### config.mk
export PLATFORM = sky130hd
export DESIGN_NAME = frame_serializer
export DESIGN_NICKNAME = d
export VERILOG_FILES = /design/src/rtl/ser_pkg.sv /design/src/rtl/ser_hold_buf.sv /design/src/rtl/frame_serializer.sv
export SDC_FILE = /design/constraint.sdc
export NUM_CORES = 1
export LEC_CHECK = 0
export BUFFER_PORTS_ARGS = -buffer_cell sky130_fd_sc_hd__buf_2
export CAP_MARGIN = 40
export CORE_ASPECT_RATIO = 1.1
export CORE_UTILIZATION = 55
export CTS_CLUSTER_DIAMETER = 120
export CTS_CLUSTER_SIZE = 40
export DETAILED_ROUTE_END_ITERATION = 8
export PLACE_DENSITY = 0.76
export SLEW_MARGIN = 20
export SYNTH_ARGS = -nofsm -noshare
export SYNTH_HDL_FRONTEND = slang
export SYNTH_SLANG_ARGS = --single-unit
export TNS_END_PERCENT = 1
### constraint.sdc
create_clock -name CLK -period 2.3 [get_ports CLK]
set_clock_uncertainty 0.1 [all_clocks]
set_input_delay 0.23 -clock CLK [delete_from_list [all_inputs] [get_ports CLK]]
set_output_delay 0.23 -clock CLK [all_outputs]
set_load 0.03 [all_outputs]
### src/rtl/ser_pkg.sv
// Shared types and helpers for the frame serializer.
//   ser_state_e : serializer FSM encoding (S_IDLE / S_SHIFT)
//   calc_cnt_w  : bit-counter / Frame_bits width for a given maximum data width
//   clamp_len   : maps a requested frame length onto 1..data_w
package ser_pkg;

  typedef enum logic {
    S_IDLE  = 1'b0,
    S_SHIFT = 1'b1
  } ser_state_e;

  // Wide enough to hold the value data_w itself, not only data_w-1.
  function automatic int unsigned calc_cnt_w(input int unsigned data_w);
    return $clog2(data_w) + 1;
  endfunction

  // A length of 0 or anything past the word width means "whole word".
  function automatic int unsigned clamp_len(input int unsigned frame_bits,
                                            input int unsigned data_w);
    if ((frame_bits == 0) || (frame_bits > data_w)) begin
      return data_w;
    end
    return frame_bits;
  endfunction

endpackage

### src/rtl/ser_hold_buf.sv
// One-entry {data,len} holding register in front of the shifter.
// Ports:
//   i_clk, i_rst_n : clock, async active-low reset
//   i_wr           : capture i_data / i_len this edge
//   i_data, i_len  : word and its clamped frame length
//   i_rd           : stored word is moving to the shifter this edge
//   o_full         : entry holds a word
//   o_data, o_len  : stored word and its frame length
module ser_hold_buf #(
  parameter int unsigned DATA_W = 8,
  parameter int unsigned CNT_W  = 4
) (
  input  logic              i_clk,
  input  logic              i_rst_n,
  input  logic              i_wr,
  input  logic [DATA_W-1:0] i_data,
  input  logic [CNT_W-1:0]  i_len,
  input  logic              i_rd,
  output logic              o_full,
  output logic [DATA_W-1:0] o_data,
  output logic [CNT_W-1:0]  o_len
);

  logic              r_full;
  logic [DATA_W-1:0] r_data;
  logic [CNT_W-1:0]  r_len;

  // A write on the same edge as a read wins: the old word leaves, the new one stays.
  always_ff @(posedge i_clk or negedge i_rst_n) begin
    if (!i_rst_n) begin
      r_full <= 1'b0;
      r_data <= '0;
      r_len  <= '0;
    end else begin
      if (i_wr) begin
        r_data <= i_data;
        r_len  <= i_len;
      end
      if (i_wr) begin
        r_full <= 1'b1;
      end else if (i_rd) begin
        r_full <= 1'b0;
      end
    end
  end

  assign o_full = r_full;
  assign o_data = r_data;
  assign o_len  = r_len;

endmodule

### src/rtl/frame_serializer.sv
// Parallel-to-serial shifter with runtime frame length, selectable bit order
// and a one-entry hold buffer so the next word can be accepted mid-frame.
// Optional feature macro: SER_PARITY_EN (adds Par_odd / Par_bit).
// Ports:
//   CLK, Reset   : clock (rising edge), async active-low reset
//   Data         : word to send; bits at or above the frame length are ignored
//   Data_valid   : Data valid; transfer when Data_valid && Data_ready
//   Data_ready   : hold buffer empty
//   Frame_bits   : bits in this frame (0 or > DATA_W means DATA_W)
//   Ser_EN       : bit tick, advance one bit while shifting
//   Par_odd      : [SER_PARITY_EN] 0 even parity, 1 odd parity
//   Par_bit      : [SER_PARITY_EN] parity of the frame being shifted
//   Ser_data     : current serial bit (0 while idle)
//   Busy         : shifting a frame
//   Ser_done     : one-cycle pulse after the last bit's tick
module frame_serializer
  import ser_pkg::*;
#(
  parameter int unsigned DATA_W    = 8,
  parameter bit          MSB_FIRST = 1'b0,
  localparam int unsigned CNT_W    = calc_cnt_w(DATA_W)
) (
  input  logic              CLK,
  input  logic              Reset,
  input  logic [DATA_W-1:0] Data,
  input  logic              Data_valid,
  output logic              Data_ready,
  input  logic [CNT_W-1:0]  Frame_bits,
  input  logic              Ser_EN,
`ifdef SER_PARITY_EN
  input  logic              Par_odd,
  output logic              Par_bit,
`endif
  output logic              Ser_data,
  output logic              Busy,
  output logic              Ser_done
);

  ser_state_e        r_state;
  ser_state_e        w_state_nxt;

  logic [DATA_W-1:0] r_shift;
  logic [CNT_W-1:0]  r_count;
  logic [CNT_W-1:0]  r_len;
  logic              r_done;

  logic              w_hold_full;
  logic [DATA_W-1:0] w_hold_data;
  logic [CNT_W-1:0]  w_hold_len;

  logic [CNT_W-1:0]  w_len_in;
  logic              w_last;
  logic              w_load;
  logic              w_bypass;
  logic              w_capture;
  logic              w_drain;
  logic [DATA_W-1:0] w_src_data;
  logic [CNT_W-1:0]  w_src_len;
  logic [CNT_W-1:0]  w_shamt;
  logic [DATA_W-1:0] w_load_word;
  logic [DATA_W-1:0] w_shift_nxt;

  // Length is clamped once, at the input, and travels with the word.
  assign w_len_in = CNT_W'(clamp_len(32'(Frame_bits), DATA_W));

  ser_hold_buf #(
    .DATA_W (DATA_W),
    .CNT_W  (CNT_W)
  ) u_hold (
    .i_clk   (CLK),
    .i_rst_n (Reset),
    .i_wr    (w_capture),
    .i_data  (Data),
    .i_len   (w_len_in),
    .i_rd    (w_drain),
    .o_full  (w_hold_full),
    .o_data  (w_hold_data),
    .o_len   (w_hold_len)
  );

  // FSM state register.
  always_ff @(posedge CLK or negedge Reset) begin
    if (!Reset) begin
      r_state <= S_IDLE;
    end else begin
      r_state <= w_state_nxt;
    end
  end

  // Next state plus load / capture / drain decisions.
  always_comb begin
    w_state_nxt = r_state;
    w_last      = 1'b0;
    w_load      = 1'b0;
    w_bypass    = 1'b0;
    w_capture   = 1'b0;
    w_drain     = 1'b0;

    w_last = (r_state == S_SHIFT) && Ser_EN && (r_count == (r_len - CNT_W'(1)));

    // A load can start from idle or back-to-back on the last bit's tick.
    if ((r_state == S_IDLE) || w_last) begin
      w_load = w_hold_full || Data_valid;
    end
    w_drain   = w_load && w_hold_full;
    w_bypass  = w_load && !w_hold_full;
    w_capture = Data_valid && !w_hold_full && !w_bypass;

    case (r_state)
      S_IDLE: begin
        if (w_load) begin
          w_state_nxt = S_SHIFT;
        end
      end
      S_SHIFT: begin
        if (w_last && !w_load) begin
          w_state_nxt = S_IDLE;
        end
      end
      default: w_state_nxt = S_IDLE;
    endcase
  end

  // Word source and shifter image (MSB-first words are left-aligned so the
  // frame's top bit sits in the output position).
  always_comb begin
    w_src_data  = w_hold_full ? w_hold_data : Data;
    w_src_len   = w_hold_full ? w_hold_len  : w_len_in;
    w_shamt     = CNT_W'(DATA_W) - w_src_len;
    w_load_word = w_src_data;
    w_shift_nxt = {1'b0, r_shift[DATA_W-1:1]};
    if (MSB_FIRST) begin
      w_load_word = w_src_data << w_shamt;
      w_shift_nxt = {r_shift[DATA_W-2:0], 1'b0};
    end
  end

  // Shifter, bit counter and done pulse; the shifter is cleared on the way
  // to idle so the serial line rests at 0.
  always_ff @(posedge CLK or negedge Reset) begin
    if (!Reset) begin
      r_shift <= '0;
      r_count <= '0;
      r_len   <= '0;
      r_done  <= 1'b0;
    end else begin
      r_done <= w_last;
      if (w_load) begin
        r_shift <= w_load_word;
        r_count <= '0;
        r_len   <= w_src_len;
      end else if (w_last) begin
        r_shift <= '0;
        r_count <= '0;
      end else if ((r_state == S_SHIFT) && Ser_EN) begin
        r_shift <= w_shift_nxt;
        r_count <= r_count + CNT_W'(1);
      end
    end
  end

`ifdef SER_PARITY_EN
  logic [DATA_W-1:0] w_len_mask;
  logic              w_par_nxt;
  logic              r_par;

  // Parity over the frame's bits only.
  always_comb begin
    w_len_mask = '0;
    for (int i = 0; i < int'(DATA_W); i++) begin
      if (i < int'(w_src_len)) begin
        w_len_mask[i] = 1'b1;
      end
    end
    w_par_nxt = (^(w_src_data & w_len_mask)) ^ Par_odd;
  end

  // Parity is taken at load and held for the whole frame.
  always_ff @(posedge CLK or negedge Reset) begin
    if (!Reset) begin
      r_par <= 1'b0;
    end else if (w_load) begin
      r_par <= w_par_nxt;
    end
  end

  assign Par_bit = r_par;
`endif

  assign Data_ready = !w_hold_full;
  assign Ser_data   = MSB_FIRST ? r_shift[DATA_W-1] : r_shift[0];
  assign Busy       = (r_state == S_SHIFT);
  assign Ser_done   = r_done;

endmodule

# == Word-level counts from Yosys, hierarchy flattened ==
# Cells that the tools add are included.
# word_totals
register_bits,31
word_cells,46
# op_classes
n_eq_ne,1
bitwise,1
n_mux,17
add_sub_neg,2
magnitude_cmp,1
n_reduce_logical,16
# op_table
cell,n
$mux W8,4
$mux W4,6
$logic_and A1 B1 Y1,7
$mux W1,6
$add A4 B1 Y4 const B,1
$eq A4 B4 Y1,1
$gt A4 B4 Y1 const B,1
$logic_not A4 Y1,1
$sub A4 B1 Y4 const B,1
$logic_not A1 Y1,3
$logic_or A1 B1 Y1,3
$reduce_bool A3 Y1,1
$pmux W1 S2,1
$reduce_bool A2 Y1,1
$not A1 Y1,1

# == Depth between registers and ports, before layout ==
# Gate-level depths: netlist of run 1.
# logic_depth
depth_word,9
depth_mapped,7
mapped_depth_nobuf,6

# == Cells and area by module ==
# From an unflattened synthesis of run 1, not the netlist that was laid out.
# hier_totals
cells_unflattened,131
area_unflattened_um2,1641.6
# modules_own_cells
mod,instances,area_per_inst_um2,cells_per_inst
frame_serializer,1,1123.6,103
ser_hold_buf,1,518.0,28

# == Worst setup path after synthesis of run 1 ==
# No wires, ideal clock.
# synth_timing
path_type,reg-to-reg
startpoint,register r_len[0]
endpoint,register u_hold.r_data[2] (netlist: u_hold.o_data[2])
synth_period_minus_slack_ns,1.974
path_buffers,1
setup_ns,0.125
arrival_time_ns,1.749
path_stages_with_launch,8
required_time_ns,2.075
path_slack_ns,0.326
path_cell_list,dfrtp_1 -> inv_1 -> ha_1 -> xor2_1 -> nand4_2 -> o2111a_2 -> buf_6 -> mux2_4
# synth_between
elab_chain_cells,8
# synth_lines
element,line_no,rtl
"start, declared",frame_serializer.sv:44,logic [CNT_W-1:0] r_len;
"start signal, assigned",frame_serializer.sv:151,r_len <= w_src_len;
$sub A4 B1 Y4,frame_serializer.sv:99,w_last = (r_state == S_SHIFT) && Ser_EN && (r_count == (r_len - CNT_W'(1)));
$eq A4 B4 Y1,frame_serializer.sv:99,
$logic_and A1 B1 Y1,frame_serializer.sv:99,
$logic_or A1 B1 Y1,frame_serializer.sv:102,if ((r_state == S_IDLE) || w_last) begin
$mux W1,frame_serializer.sv:102,
$logic_and A1 B1 Y1,frame_serializer.sv:106,w_bypass = w_load && !w_hold_full;
$logic_not A1 Y1,frame_serializer.sv:107,w_capture = Data_valid && !w_hold_full && !w_bypass;
$logic_and A1 B1 Y1,frame_serializer.sv:107,
"end signal, assigned",ser_hold_buf.sv:36,r_data <= i_data;
"end, declared",ser_hold_buf.sv:25,logic [DATA_W-1:0] r_data;
# No other way between the ends.
# A chain may end at the register's enable or synchronous reset.

# == Worst setup path in the final report of run 1 ==
# layout_timing
startpoint,register r_len[0]
endpoint,register r_shift[1]
# layout_between
elab_chain_cells,6
# layout_lines
element,line_no,rtl
$sub A4 B1 Y4 *,frame_serializer.sv:99,
$eq A4 B4 Y1 *,frame_serializer.sv:99,
$logic_and A1 B1 Y1 *,frame_serializer.sv:99,
$logic_or A1 B1 Y1,frame_serializer.sv:102,
$mux W1,frame_serializer.sv:102,
$reduce_bool A3 Y1 (no source line) or $mux W8 (tied branches),--,
"end signal, assigned",frame_serializer.sv:149,r_shift <= w_load_word;
"end signal, assigned",frame_serializer.sv:156,r_shift <= w_shift_nxt;
"end, declared",frame_serializer.sv:42,logic [DATA_W-1:0] r_shift;
# Mark *: on every way between the ends. The rest lies on a longest branch, timed or not.

==> results.toml, run 1 <==
[logic_synthesis]
yosys_warnings = 0
synth_fp_nets = 155
yosys_register_bits = 31
synth_enable_flop_cells = 0
synth_top_cells_by_area = "dfrtp_1 48%, mux2i_1 12%, mux2_2 9.0%"
synth_cells = 137
yosysTopAreaCellShare_pct = 47.8
yosysSeqAreaShare_pct = 47.8
async_reset_ff_share_pct = 100
synth_cell_types = 25
yosys_most_used_dff = "dfrtp_1"
synthesis.area_um2 = 1620
synth_top_cell_by_area = "dfrtp_1"
avgSynthCellArea_um2 = 11.9

[detailed_routing]
routed_via_density = 5.40
dr.pass1.iters = 6
vias = 1053
wire_per_inst_um = 14.7
routed_wl_um = 2870
ant_nets = 0
drc = 0
drtIter0Drc = 14

[timing]
hold_viol = 0
post-route-period-util_pct = 94.1
max-slew-margin-rel_pct = 54.1
fmax_mhz = 462
setup_viol = 0
setup_tns_ns = 0
maxSlewViolCount = 0
rsz0062_at_grt = "false"
min_period_ns = 2.16
tightestPinTransition_ns = 0.688
setup_ws_ns = 0.137

[floorplanning]
dieArea_um2 = 3170
rows = 20
io_pins = 20
core_um2 = 2780
die_y_um = 59.0
die_w_um = 53.8
initial_core_util_pct = 58.5

[layout]
final_common_cell = "dfrtp_1"
fillers = 210
postLayoutCoreUtil_pct = 66.5
area_delta_synth_final_pct = 13.7
mostFrequentLayoutCells = "31 x dfrtp_1, 20 x mux2i_1, 19 x buf_2"
drive_gt1_share_pct = 32.7
diodes = 0
fin_nets = 179

[hold_path]
holdCritPathClass = "in2reg"
min_from = "Data[5]"

[critical_path]
r2r_slack_ns = 0.14
reg2reg_from = "r_len[0]"
crit_type = "reg2reg"
worstPathArrival_ns = 2.32
cp.required_ns = 2.46
cp-startpoint = "r_len[0]"
endpoint_kind = "flop"
cp-start-kind = "flop"
critPathMaxFanout = 11

[clock_network]
cts-htree-levels = 2
clock-sinks = 31
cts_root_buffer = "clkbuf_4"
clk_pin_slew_worst_paths_ns = 0.11
cts_inserted_buffers = 5
clockBufferDepth = 2
cts_tree = "done"
post_cts_buffers = 0
insertion_delay_ns = 0.34

[pwr]
power.total_mw = 2.32
leakagePower_nw = 0.919
ir_drop_v = 0.000766
p_per_area_nw_per_um2 = 1260

[place]
place.gp.congestion = 0.789
io_buffers = 19
place_ws_ns = 0.0900
hpwlAfterDp_um = 2080

[global_route]
grt_max_degree = 32
grt_first_pass_wirelength_um = 4910
overflow = 0
antenna_found_initial = 0
grt_pass1_vias = 1064
grt_usage_pct = 22.6

[flow_run]
drv_cap = 0

[run_status]
status = "completed"
## Yosys cell counts (all sizes together) (2+ instances only)
master and number:
dfrtp 31, mux2i 20, mux2 19, o21ai 16
inv 8, nand2 8, nor3 5, clkbuf 4
nor2 4, xor2 4, buf 3, nand2b 3
ha 2, nand4 2, xnor2 2
## layer usage
metal / track usage, % / vias up / wire length, um
met4: 12.8 / 0 / 104
met2: 31.9 / 18 / 1320
met1: 30.2 / 504 / 1350
met5: 0 / - / 0
met3: 7.18 / 10 / 95
li1: - / 521 / -
## timing repair
item / CTS / global route
hold buffers: 1 / 0
gates resized for setup: 0 / 1
endpoints found under the setup margin: 0 / 6
hold endpoints to repair: 31 / 0
## kinds of logic after synthesis
logic type,count (synthesis),share of synthesized area (%)
mux,39,26.9
buf+inv,15,4.54
xor+xnor,7,4.62
compound gates,19,7.32
simple gates,24,7.32
flops,31,47.8
fa+ha+maj,2,1.54
## critical path, stage by stage (launching register included)
cell and delay (ns):
dfrtp_1 0.40, inv_1 0.06, ha_1 0.33, xor2_1 0.20, nand4_2 0.18, o31ai_4 0.39
buf_6 0.23, mux2i_1 0.19
## power by group
part           internal (mW)  total [mW]  switching (mW)
Sequential             0.766       0.924           0.158
Clock                  0.257       0.451           0.194
Combinational          0.478       0.946           0.468
Total                   1.50        2.32           0.820
## registers in the layout (all words and copies together) (netlist names)
| name | count |
|---|---|
| Busy | 1 |
| Ser_done | 1 |
| r_count | 4 |
| r_len | 4 |
| r_shift | 8 |
| u_hold.o_data | 8 |
| u_hold.o_full | 1 |
| u_hold.o_len | 4 |
## path summary, 6_finish.rpt
| kind | to | cells past startpoint |
|---|---|---|
| setup reg to reg | r_shift[1] | 7 |
| min in group asynchronous | u_hold.o_data[0] | 2 |
| hold reg to reg | u_hold.o_data[1] | 1 |
| setup / recovery | r_shift[1] | 7 |
| hold / removal | u_hold.o_data[5] | 2 |
| max in group asynchronous | u_hold.o_data[1] | 2 |
## layout make-up
| class | count | area [um2] | share of cell area (%) |
|---|---|---|---|
| clock buffers | 6 | 51.3 | 2.78 |
| clock inverters | 2 | 35.0 | 1.90 |
| inverters | 8 | 30.0 | 1.63 |
| multi-input cells | 91 | 774 | 41.9 |
| flip-flops and latches | 31 | 776 | 42.0 |
| well taps | 33 | 41.3 | 2.24 |
| repair buffers | 24 | 139 | 7.52 |
## through the flow
step	hold WS, ns	area, um2	instances
after floorplan	-0.166	1620	137
after global placement	0.204	1750	186
after detailed placement	0.218	1750	186
after CTS	0.0149	1840	195
after global routing	0.0140	1850	195
final	0.0278	1850	195
(Power assumes the default switching activity.)
==> inputs of run 2 (changes only) <==
Settings changed: CTS_CLUSTER_SIZE 40 to 30, SYNTH_HIERARCHICAL set to 1.
==> run 2 against run 1 <==
Critical path depth rose by 1. Flip-flop and latch count is the same. Highest routed layer unchanged. Largest power group unchanged. Via count barely moved. Routed wire length grew 0.94%. Cell count shrank 0.51%. Core utilization up 1.1 points. First-iteration DRC count increased to 2.5 times the previous value.
==> results.toml, run 2 <==
[detailed_routing]
routed_via_density = 5.42
drtIter0Drc = 35
drc = 0
wire_per_inst_um = 15.0
vias = 1052
dr.pass1.iters = 4
routed_wl_um = 2900
ant_nets = 0

[place]
io_buffers = 19
place.gp.congestion = 0.779
hpwlAfterDp_um = 2140
place_area_um2 = 1810
place_ws_ns = 0.114
place_inst = 185

[clock_network]
clock-sinks = 31
cts_tree = "done"
clockBufferDepth = 2
cts_root_buffer = "clkbuf_4"
clk_pin_slew_worst_paths_ns = 0.09
insertion_delay_ns = 0.33
post_cts_buffers = 0
cts_inserted_buffers = 5
cts-htree-levels = 2

[pwr]
power.share.switching_pct = 35.7
power_frac_seq_pct = 39.7
switchingPower_uw = 876
clockPowerShare_pct = 14.5
p_int_mw = 1.58
leakagePower_nw = 0.913
p_per_area_nw_per_um2 = 1300
combPwrFrac_pct = 45.7
ir_drop_v = 0.000718
power.total_mw = 2.46

[timing]
hold_viol = 0
setup_tns_ns = 0
post-route-period-util_pct = 95.4
rsz0062_at_grt = "true"
setup_viol = 0
maxSlewViolCount = 0
min_period_ns = 2.19
tightestPinTransition_ns = 0.677
whs_ns = 0.0420
fmax_mhz = 456
setup_ws_ns = 0.106
max-slew-margin-rel_pct = 54.9

[layout]
area_delta_synth_final_pct = 15.5
drive_gt1_share_pct = 37.3
diodes = 0
fin_nets = 178
design_area_um2 = 1900
mostFrequentLayoutCells = "31 x dfrtp_1, 22 x mux2i_1, 19 x buf_2"
postLayoutCoreUtil_pct = 67.6
final_common_cell = "dfrtp_1"
fin_cells = 194

[flow_run]
drv_cap = 0

[floorplanning]
initial_core_util_pct = 58.6
io_pins = 20
die_w_um = 54.1
die_y_um = 59.3
core_um2 = 2800
rows = 20
dieArea_um2 = 3210

[global_route]
globalRouteMet1Util_pct = 23.9
grtUsageMet3_pct = 5.38
antenna_found_initial = 0
grt_max_degree = 32
overflow = 0
grt_pass1_vias = 1077
grt_first_pass_wirelength_um = 4770
grtUsageMet2_pct = 38.3
grt_usage_pct = 21.7
grt-busiest-layer = "met2"

[logic_synthesis]
yosys_most_used_dff = "dfrtp_1"
synth_top_cells_by_area = "dfrtp_1 47%, mux2i_1 13%, mux2_4 8.2%"
yosysTopAreaCellShare_pct = 47.3
avgSynthCellArea_um2 = 12.5
synth_cell_types = 29
synthTopCellsByCount = "31 x dfrtp_1, 22 x mux2i_1, 12 x mux2_2, 12 x o21ai_0, 9 x mux2_4"
async_reset_ff_share_pct = 100
yosys_register_bits = 31
synthesis.area_um2 = 1640
synth_top_cell_by_area = "dfrtp_1"
yosysMostFrequentCell = "dfrtp_1"
synth_enable_flop_cells = 0
synth_cells = 131
yosys_warnings = 6
yosysSeqAreaShare_pct = 47.3
synth_fp_nets = 149

[critical_path]
crit_type = "reg2reg"
r2r_slack_ns = 0.11
cp.required_ns = 2.41
cp-start-kind = "flop"
worstPathArrival_ns = 2.31
critPathMaxFanout = 7
endpoint_kind = "flop"

[run_status]
status = "completed"

[hold_path]
holdCritPathClass = "in2reg"
## run 2: cell count changes in the layout (fill, tap and decap cells not counted), sizes merged, moves of 2 or more
cell,delta
mux2,+2
nor2b,+3
nand2b,-3
inv,-3
buf,+4
o21ai,-4
clkbuf,+2
nand2,-4
mux2i,+2
## run 2: worst paths after layout
check                                  from                to  cells after the start
hold reg to reg            u_hold/o_data[2]  u_hold/o_data[2]                      1
min in group asynchronous             Reset        r_count[3]                      2
setup reg to reg                   r_len[0]  u_hold/o_data[1]                      8
max in group asynchronous             Reset  u_hold/o_data[2]                      2
setup / recovery                   r_len[0]  u_hold/o_data[1]                      8
hold / removal                      Data[6]  u_hold/o_data[6]                      2
## run 2: cell type report
cell class / instances / area (um2)
clock buffer: 8 / 68.8
tap: 33 / 41.3
fill: 211 / 907
inverter: 6 / 22.5
multi-input combinational: 88 / 818
timing repair buffer: 28 / 169
sequential: 31 / 776
## run 2: power groups by stage
stage,clock network [mW],registers (mW),logic (mW)
2_1_floorplan,0,0.941,0.894
3_3_place_gp,0,0.967,1.10
3_5_place_dp,0,0.986,1.13
4_1_cts,0.366,0.974,1.13
5_1_grt,0.390,1.00,1.24
6_report,0.357,0.976,1.12
## run 2: layer usage
layer / share of wire (%) / vias to the layer above
met5: 0 / -
met4: 1.6 / 0
met3: 3.4 / 4
met2: 52 / 17
met1: 43 / 508
li1: - / 523
## run 2: worst max-delay path, cell delays in order (launching register included)
cell     delay [ns]
dfrtp_1        0.40
inv_1          0.07
ha_1           0.30
xor2_1         0.15
nand4_2        0.15
nor2_1         0.10
nor4b_4        0.25
buf_4          0.24
mux2_4         0.32
## run 2: cell families (layout without fill, tap and decap cells)
| kind of cell | Yosys count | count (layout) | synth area share (%) |
|---|---|---|---|
| DFF | 31 | 31 | 47.3 |
| and+or+nand+nor | 20 | 20 | 6.71 |
| muxes | 43 | 43 | 29.9 |
| AOI/OAI and AO/OA | 16 | 16 | 6.25 |
| adders and majority gates | 2 | 2 | 1.52 |
| buffers and inverters | 12 | 42 | 3.81 |
| xor gates and xnor gates | 7 | 7 | 4.57 |
## run 2: timing repair
action	CTS	global route
hold endpoints to repair	31	0
hold buffers	1	0
endpoints found under the setup margin	0	9
resized for setup	0	1
